`src/rtl/uart_pkg.sv`:
```
`default_nettype none
// ---------------------------------------------------------------------------
// Module : uart_pkg
// Brief  : Shared UART constants for data width, FIFO depth and frame timing.
// Rev    : 1.0  initial release
// ---------------------------------------------------------------------------
package uart_pkg;

  localparam int UART_DATA_W     = 8;
  localparam int UART_FIFO_DEPTH = 16;
  localparam int UART_BIT_TICKS  = 16;
  localparam int UART_FRAME_BITS = 10;

endpackage
`default_nettype wire

```
`src/rtl/uart_fifo_mem.sv`:
```
`default_nettype none
// ---------------------------------------------------------------------------
// Module : uart_fifo_mem
// Brief  : DEPTH x DATA_W storage, synchronous write, asynchronous read.
// Rev    : 1.0  initial release
// ---------------------------------------------------------------------------
module uart_fifo_mem
  import uart_pkg::*;
#(
  parameter int DEPTH  = UART_FIFO_DEPTH,
  parameter int DATA_W = UART_DATA_W
) (
  input  logic                     clk,
  input  logic                     we,
  input  logic [$clog2(DEPTH)-1:0] waddr,
  input  logic [DATA_W-1:0]        wdata,
  input  logic [$clog2(DEPTH)-1:0] raddr,
  output logic [DATA_W-1:0]        rdata
);

  // Contents are don't-care after reset, so the array carries no reset.
  logic [DATA_W-1:0] r_mem [DEPTH];

  always_ff @(posedge clk) begin
    if (we) begin
      r_mem[waddr] <= wdata;
    end
  end

  assign rdata = r_mem[raddr];

endmodule
`default_nettype wire

```
`src/rtl/uart_rx_fifo.sv`:
```
`default_nettype none
// ---------------------------------------------------------------------------
// Module : uart_rx_fifo
// Brief  : First-word-fall-through receive FIFO with level/flag/overflow
//          status. Define UART_RX_TIMEOUT_EN to add the idle-data timeout.
// Rev    : 1.0  initial release
// ---------------------------------------------------------------------------
module uart_rx_fifo
  import uart_pkg::*;
#(
  parameter int DEPTH     = UART_FIFO_DEPTH,
  parameter int AF_THRESH = 12
`ifdef UART_RX_TIMEOUT_EN
  ,
  parameter int TO_CHARS  = 4
`endif
) (
  input  logic                     clk,
  input  logic                     rst_n,
  input  logic [UART_DATA_W-1:0]   wr_data,
  input  logic                     wr_stb,
  input  logic                     rd_ready,
  input  logic                     ovf_clr,
`ifdef UART_RX_TIMEOUT_EN
  input  logic                     baud_tick_16x,
  output logic                     timeout,
`endif
  output logic [UART_DATA_W-1:0]   rd_data,
  output logic                     rd_valid,
  output logic [$clog2(DEPTH):0]   level,
  output logic                     full,
  output logic                     empty,
  output logic                     almost_full,
  output logic                     overflow
);

  localparam int AW = $clog2(DEPTH);

  localparam logic [AW-1:0] c_ptr_one   = {{(AW-1){1'b0}}, 1'b1};
  localparam logic [AW:0]   c_lvl_one   = {{AW{1'b0}}, 1'b1};
  localparam logic [AW:0]   c_depth     = DEPTH[AW:0];
  localparam logic [AW:0]   c_af_thresh = AF_THRESH[AW:0];

  logic [AW-1:0]          r_wr_ptr;
  logic [AW-1:0]          r_rd_ptr;
  logic [AW:0]            r_level;
  logic                   r_rd_valid;
  logic                   r_full;
  logic                   r_empty;
  logic                   r_almost_full;
  logic                   r_overflow;

  logic                   w_push;
  logic                   w_pop;
  logic                   w_drop;
  logic [AW:0]            w_level_nxt;
  logic [UART_DATA_W-1:0] w_mem_rdata;

  // A full FIFO still accepts a byte when the head leaves in the same cycle.
  assign w_pop  = r_rd_valid & rd_ready;
  assign w_push = wr_stb & (~r_full | w_pop);
  assign w_drop = wr_stb & r_full & ~w_pop;

  always_comb begin
    w_level_nxt = r_level;
    case ({w_push, w_pop})
      2'b10:   w_level_nxt = r_level + c_lvl_one;
      2'b01:   w_level_nxt = r_level - c_lvl_one;
      default: w_level_nxt = r_level;
    endcase
  end

  uart_fifo_mem #(
    .DEPTH  (DEPTH),
    .DATA_W (UART_DATA_W)
  ) u_mem (
    .clk   (clk),
    .we    (w_push),
    .waddr (r_wr_ptr),
    .wdata (wr_data),
    .raddr (r_rd_ptr),
    .rdata (w_mem_rdata)
  );

  always_ff @(posedge clk) begin
    if (!rst_n) begin
      r_wr_ptr      <= '0;
      r_rd_ptr      <= '0;
      r_level       <= '0;
      r_rd_valid    <= 1'b0;
      r_full        <= 1'b0;
      r_empty       <= 1'b1;
      r_almost_full <= 1'b0;
      r_overflow    <= 1'b0;
    end else begin
      if (w_push) begin
        r_wr_ptr <= r_wr_ptr + c_ptr_one;
      end
      if (w_pop) begin
        r_rd_ptr <= r_rd_ptr + c_ptr_one;
      end
      // Flags come from the next level so they stay aligned with the pointers.
      r_level       <= w_level_nxt;
      r_rd_valid    <= (w_level_nxt != '0);
      r_empty       <= (w_level_nxt == '0);
      r_full        <= (w_level_nxt == c_depth);
      r_almost_full <= (w_level_nxt >= c_af_thresh);
      if (w_drop) begin
        r_overflow <= 1'b1;
      end else if (ovf_clr) begin
        r_overflow <= 1'b0;
      end
    end
  end

  assign rd_data     = r_rd_valid ? w_mem_rdata : '0;
  assign rd_valid    = r_rd_valid;
  assign level       = r_level;
  assign full        = r_full;
  assign empty       = r_empty;
  assign almost_full = r_almost_full;
  assign overflow    = r_overflow;

`ifdef UART_RX_TIMEOUT_EN
  localparam int TO_LIMIT = TO_CHARS * UART_BIT_TICKS * UART_FRAME_BITS;
  localparam int TW       = $clog2(TO_LIMIT + 1);

  localparam logic [TW-1:0] c_to_limit = TO_LIMIT[TW-1:0];
  localparam logic [TW-1:0] c_to_one   = {{(TW-1){1'b0}}, 1'b1};

  logic [TW-1:0] r_idle_cnt;
  logic          r_timeout;

  // Counter saturates at the limit; any FIFO activity or emptiness restarts it.
  always_ff @(posedge clk) begin
    if (!rst_n) begin
      r_idle_cnt <= '0;
      r_timeout  <= 1'b0;
    end else if (w_push || w_pop || r_empty) begin
      r_idle_cnt <= '0;
      r_timeout  <= 1'b0;
    end else if (baud_tick_16x && (r_idle_cnt != c_to_limit)) begin
      r_idle_cnt <= r_idle_cnt + c_to_one;
      if (r_idle_cnt == (c_to_limit - c_to_one)) begin
        r_timeout <= 1'b1;
      end
    end
  end

  assign timeout = r_timeout;
`endif

endmodule
`default_nettype wire

```
`config.mk`:
```
export PLATFORM = sky130hd
export DESIGN_NAME = uart_rx_fifo
export DESIGN_NICKNAME = d
export VERILOG_FILES = /design/src/rtl/uart_pkg.sv /design/src/rtl/uart_fifo_mem.sv /design/src/rtl/uart_rx_fifo.sv
export SDC_FILE = /design/constraint.sdc
export NUM_CORES = 1
export LEC_CHECK = 0
export ABC_AREA = 1
export CAP_MARGIN = 10
export CORE_MARGIN = 3
export CORE_UTILIZATION = 35
export CTS_CLUSTER_SIZE = 16
export DETAILED_ROUTE_END_ITERATION = 12
export PLACE_DENSITY_LB_ADDON = 0.08
export SLEW_MARGIN = 30
export SYNTH_ARGS = -nofsm -noshare
export SYNTH_HDL_FRONTEND = slang
export SYNTH_SLANG_ARGS = --single-unit
```
`constraint.sdc`:
```
create_clock -name clk -period 2.85 [get_ports clk]
set_input_delay 0.7125 -clock clk [delete_from_list [all_inputs] [get_ports clk]]
set_output_delay 0.7125 -clock clk [all_outputs]
set_load 0.01 [all_outputs]
```
==> flow_summary_export.csv <==
group,metric,value,unit
worst_setup_path,cp_max_fo,16,
route,num_vias,4248,
clock_network,htree_levels,4,
layout,fin_nets,640,
sta,fmax,0.364,GHz
logic_synthesis,syn_nets,563,
route,drt-pass1-iter-count,4,
placed_design,io_buffers,30,
clock_network,post_cts_buffers,0,
layout,antenna_cells,0,
sta,setup_viol,0,
logic_synthesis,synth_edf_count,128,
layout,finish.utilization,43.9,%
worst_hold_path,hp-class,"flip-flop to flip-flop",
logic_synthesis,ys_seq_elements,150,
logic_synthesis,synth.avg_cell_area,11.5,sq um
placed_design,dp_hpwl,10200,um
sta,rsz0062_at_grt,"yes",
power_and_ir_drop,pwr_density_cell,750,mW/mm^2
route,wirelength,15000,um
clock_network,root_buffer,"clkbuf_16",
floorplanning,fp.dieW,139,um
placed_design,gp_congestion,0.837,
layout,seqCellArea,0.00429,sq mm
floorplanning,initial_core_util,35.8,%
worst_setup_path,crit_path_end_kind,"primary output",
sta,slew_headroom,53.3,%
grt,grt.total_usage,16.3,%
worst_setup_path,arrival,2030,ps
sta,hold_violations,0,
clock_network,hold_buffers,0,
route,postRouteAntennaNets,0,
logic_synthesis,synth.area.top_cells,"edfxtp_1, nor2_1, dfxtp_1, o21ai_1, o211ai_1",
floorplanning,die_y,139,um
route,vias_per_cell,4.96,
clock_network,cts.reportedPaths.clkPinSlew,60,ps
clock_network,cts_sinks,150,
clock_network,clock_path_buffers,2,
layout,multiInputGateArea,0.00167,sq mm
logic_synthesis,ys_seq_area_share,69.0,%
logic_synthesis,synth_cells,542,
sta,min_period,2750,ps
grt,grt_max_degree,26,
worst_setup_path,startpoint_type,"flip-flop",
logic_synthesis,synth_largest_area_cell,"edfxtp_1",
logic_synthesis,ys_warn_count,0,
logic_synthesis,syn_area,0.00621,sq mm
worst_setup_path,path_class,"flip-flop to primary output",
floorplanning,dieArea,0.0194,sq mm
floorplanning,fp.coreArea,0.0174,sq mm
logic_synthesis,async_flop_share,0,%
logic_synthesis,synth_commonest_cells,"edfxtp_1, nor2_1, o21ai_1",
layout,synthToLayoutAreaGrowth,22.8,%
layout,drive_gt1_share,15.3,%
sta,hold_ws,479,ps
route,wire_per_inst,17.5,um
grt,grt_antenna_before_repair,0,
sta,worstMarginPinSlew,698,ps
power_and_ir_drop,ir_worst_vdd,0.000459,V
sta,slew_viol_final,0,
sta,final.setup_skew,12.0,ps
grt,grt_pass1_vias,4294,
floorplanning,io_pins,31,
route,drtIter0Drc,324,
job,drv_cap,0,
grt,grt_pass1_wl,23800,um
logic_synthesis,synth.distinct_cells,26,
logic_synthesis,synth_ff_type,"edfxtp_1",
grt,globalRoute.totalOverflow,0,
power_and_ir_drop,power.leakage,2.73,nW
logic_synthesis,yosysMostFrequentCell,"edfxtp_1",
clock_network,cts_tree,"done",
sta,fin_crit_sh,96.4,%
logic_synthesis,yosys.area.top_type_share,61.9,%
layout,nFillCells,1615,
clock_network,clock_latency,420,ps
status,status,"completed",
floorplanning,rows,48,
route,drc,0,
clock_network,cts_inserted_buffers,17,
worst_setup_path,worstPathRequired,2140,ps
[final timing paths]
path / startpoint / end / slack, ps / cells past startpoint
setup / recovery: flip-flop / rd_data[2] / 100 / 7
hold / removal: overflow / overflow / 480 / 2
setup reg to reg: rd_valid / rd_valid / 660 / 14
hold reg to reg: overflow / overflow / 480 / 2
[layout make-up]
type | count | share of cell area (%)
well taps | 225 | 3.69
flip-flops and latches | 150 | 56.3
repair buffers | 82 | 9.33
clock inverters | 11 | 1.43
multi-input cells | 337 | 21.9
clock buffers | 21 | 5.77
inverters | 31 | 1.66
[stage by stage]
stage          setup TNS [ps]  worst slack (ps)  instance area (sq um)  power [W]  cells
2_1_floorplan               0               424                   6210    0.00320    542
3_5_place_dp             -173             -99.0                   7050    0.00370    825
3_3_place_gp            -21.7             -21.7                   7050    0.00370    825
4_1_cts                     0             0.753                   7630    0.00579    857
5_1_grt                 -51.8             -38.8                   7630    0.00603    857
6_report                    0               103                   7630    0.00572    857
[where the power goes]
| part | internal [W] | total [W] | switching (W) | leakage, nW |
|---|---|---|---|---|
| Sequential | 0.00246 | 0.00252 | 0.0000647 | 1.34 |
| Combinational | 0.000461 | 0.00111 | 0.000649 | 1.13 |
| Clock | 0.00127 | 0.00209 | 0.000817 | 0.261 |
| Total | 0.00419 | 0.00572 | 0.00153 | 2.73 |
[logic make-up after synthesis]
kind of cell | count (synthesis) | share of synthesized area [%]
XOR/XNOR | 1 | 0.141
adder cells (fa/ha/maj) | 8 | 1.61
AO/OA/AOI/OAI | 126 | 11.4
buffers and inverters | 55 | 4.63
flip-flops | 150 | 69.0
AND/OR/NAND/NOR | 202 | 13.2
[what timing repair did]
action | in CTS | in global routing
resized for setup | 21 | 17
pin swaps | 6 | 11
endpoints found under the setup margin | 8 | 8
gates cloned | 0 | 0
[layer usage]
metal | vias up | GRT usage, % | share of wire [%]
met4 | 0 | 4.43 | 1.3
met2 | 77 | 26.5 | 49
met1 | 2081 | 21.4 | 45
li1 | 2075 | - | -
met5 | - | 0 | 0
met3 | 15 | 4.97 | 4.7
[registers in the layout (all words and copies together) (netlist names), named ones only]
signal and flops:
r_wr_ptr 4, full 1, rd_valid 1, overflow 1
almost_full 1, empty 1, r_rd_ptr 4, level 5
u_mem.r_mem 128
[worst max-delay path, stage by stage (launching register included)]
cell           delay [ps]
dfxtp_4               430
inv_8                  80
buf_4                 180
o21ai_2               140
o21ai_2                90
o211ai_1              290
a21oi_1               100
dlygate4sd2_1         300
[cells in the final DEF, fill, tap and decap left out, drive strengths merged, types with 8 or more instances in the layout]
master / instances
nand3: 23
clkbuf: 25
clkdlybuf4s50: 22
nor2: 128
edfxtp: 128
o21ai: 80
o211ai: 32
buf: 53
a21oi: 14
dfxtp: 22
clkinv: 8
nand2: 45
inv: 30
ha: 8
(Power assumes the default switching activity.)
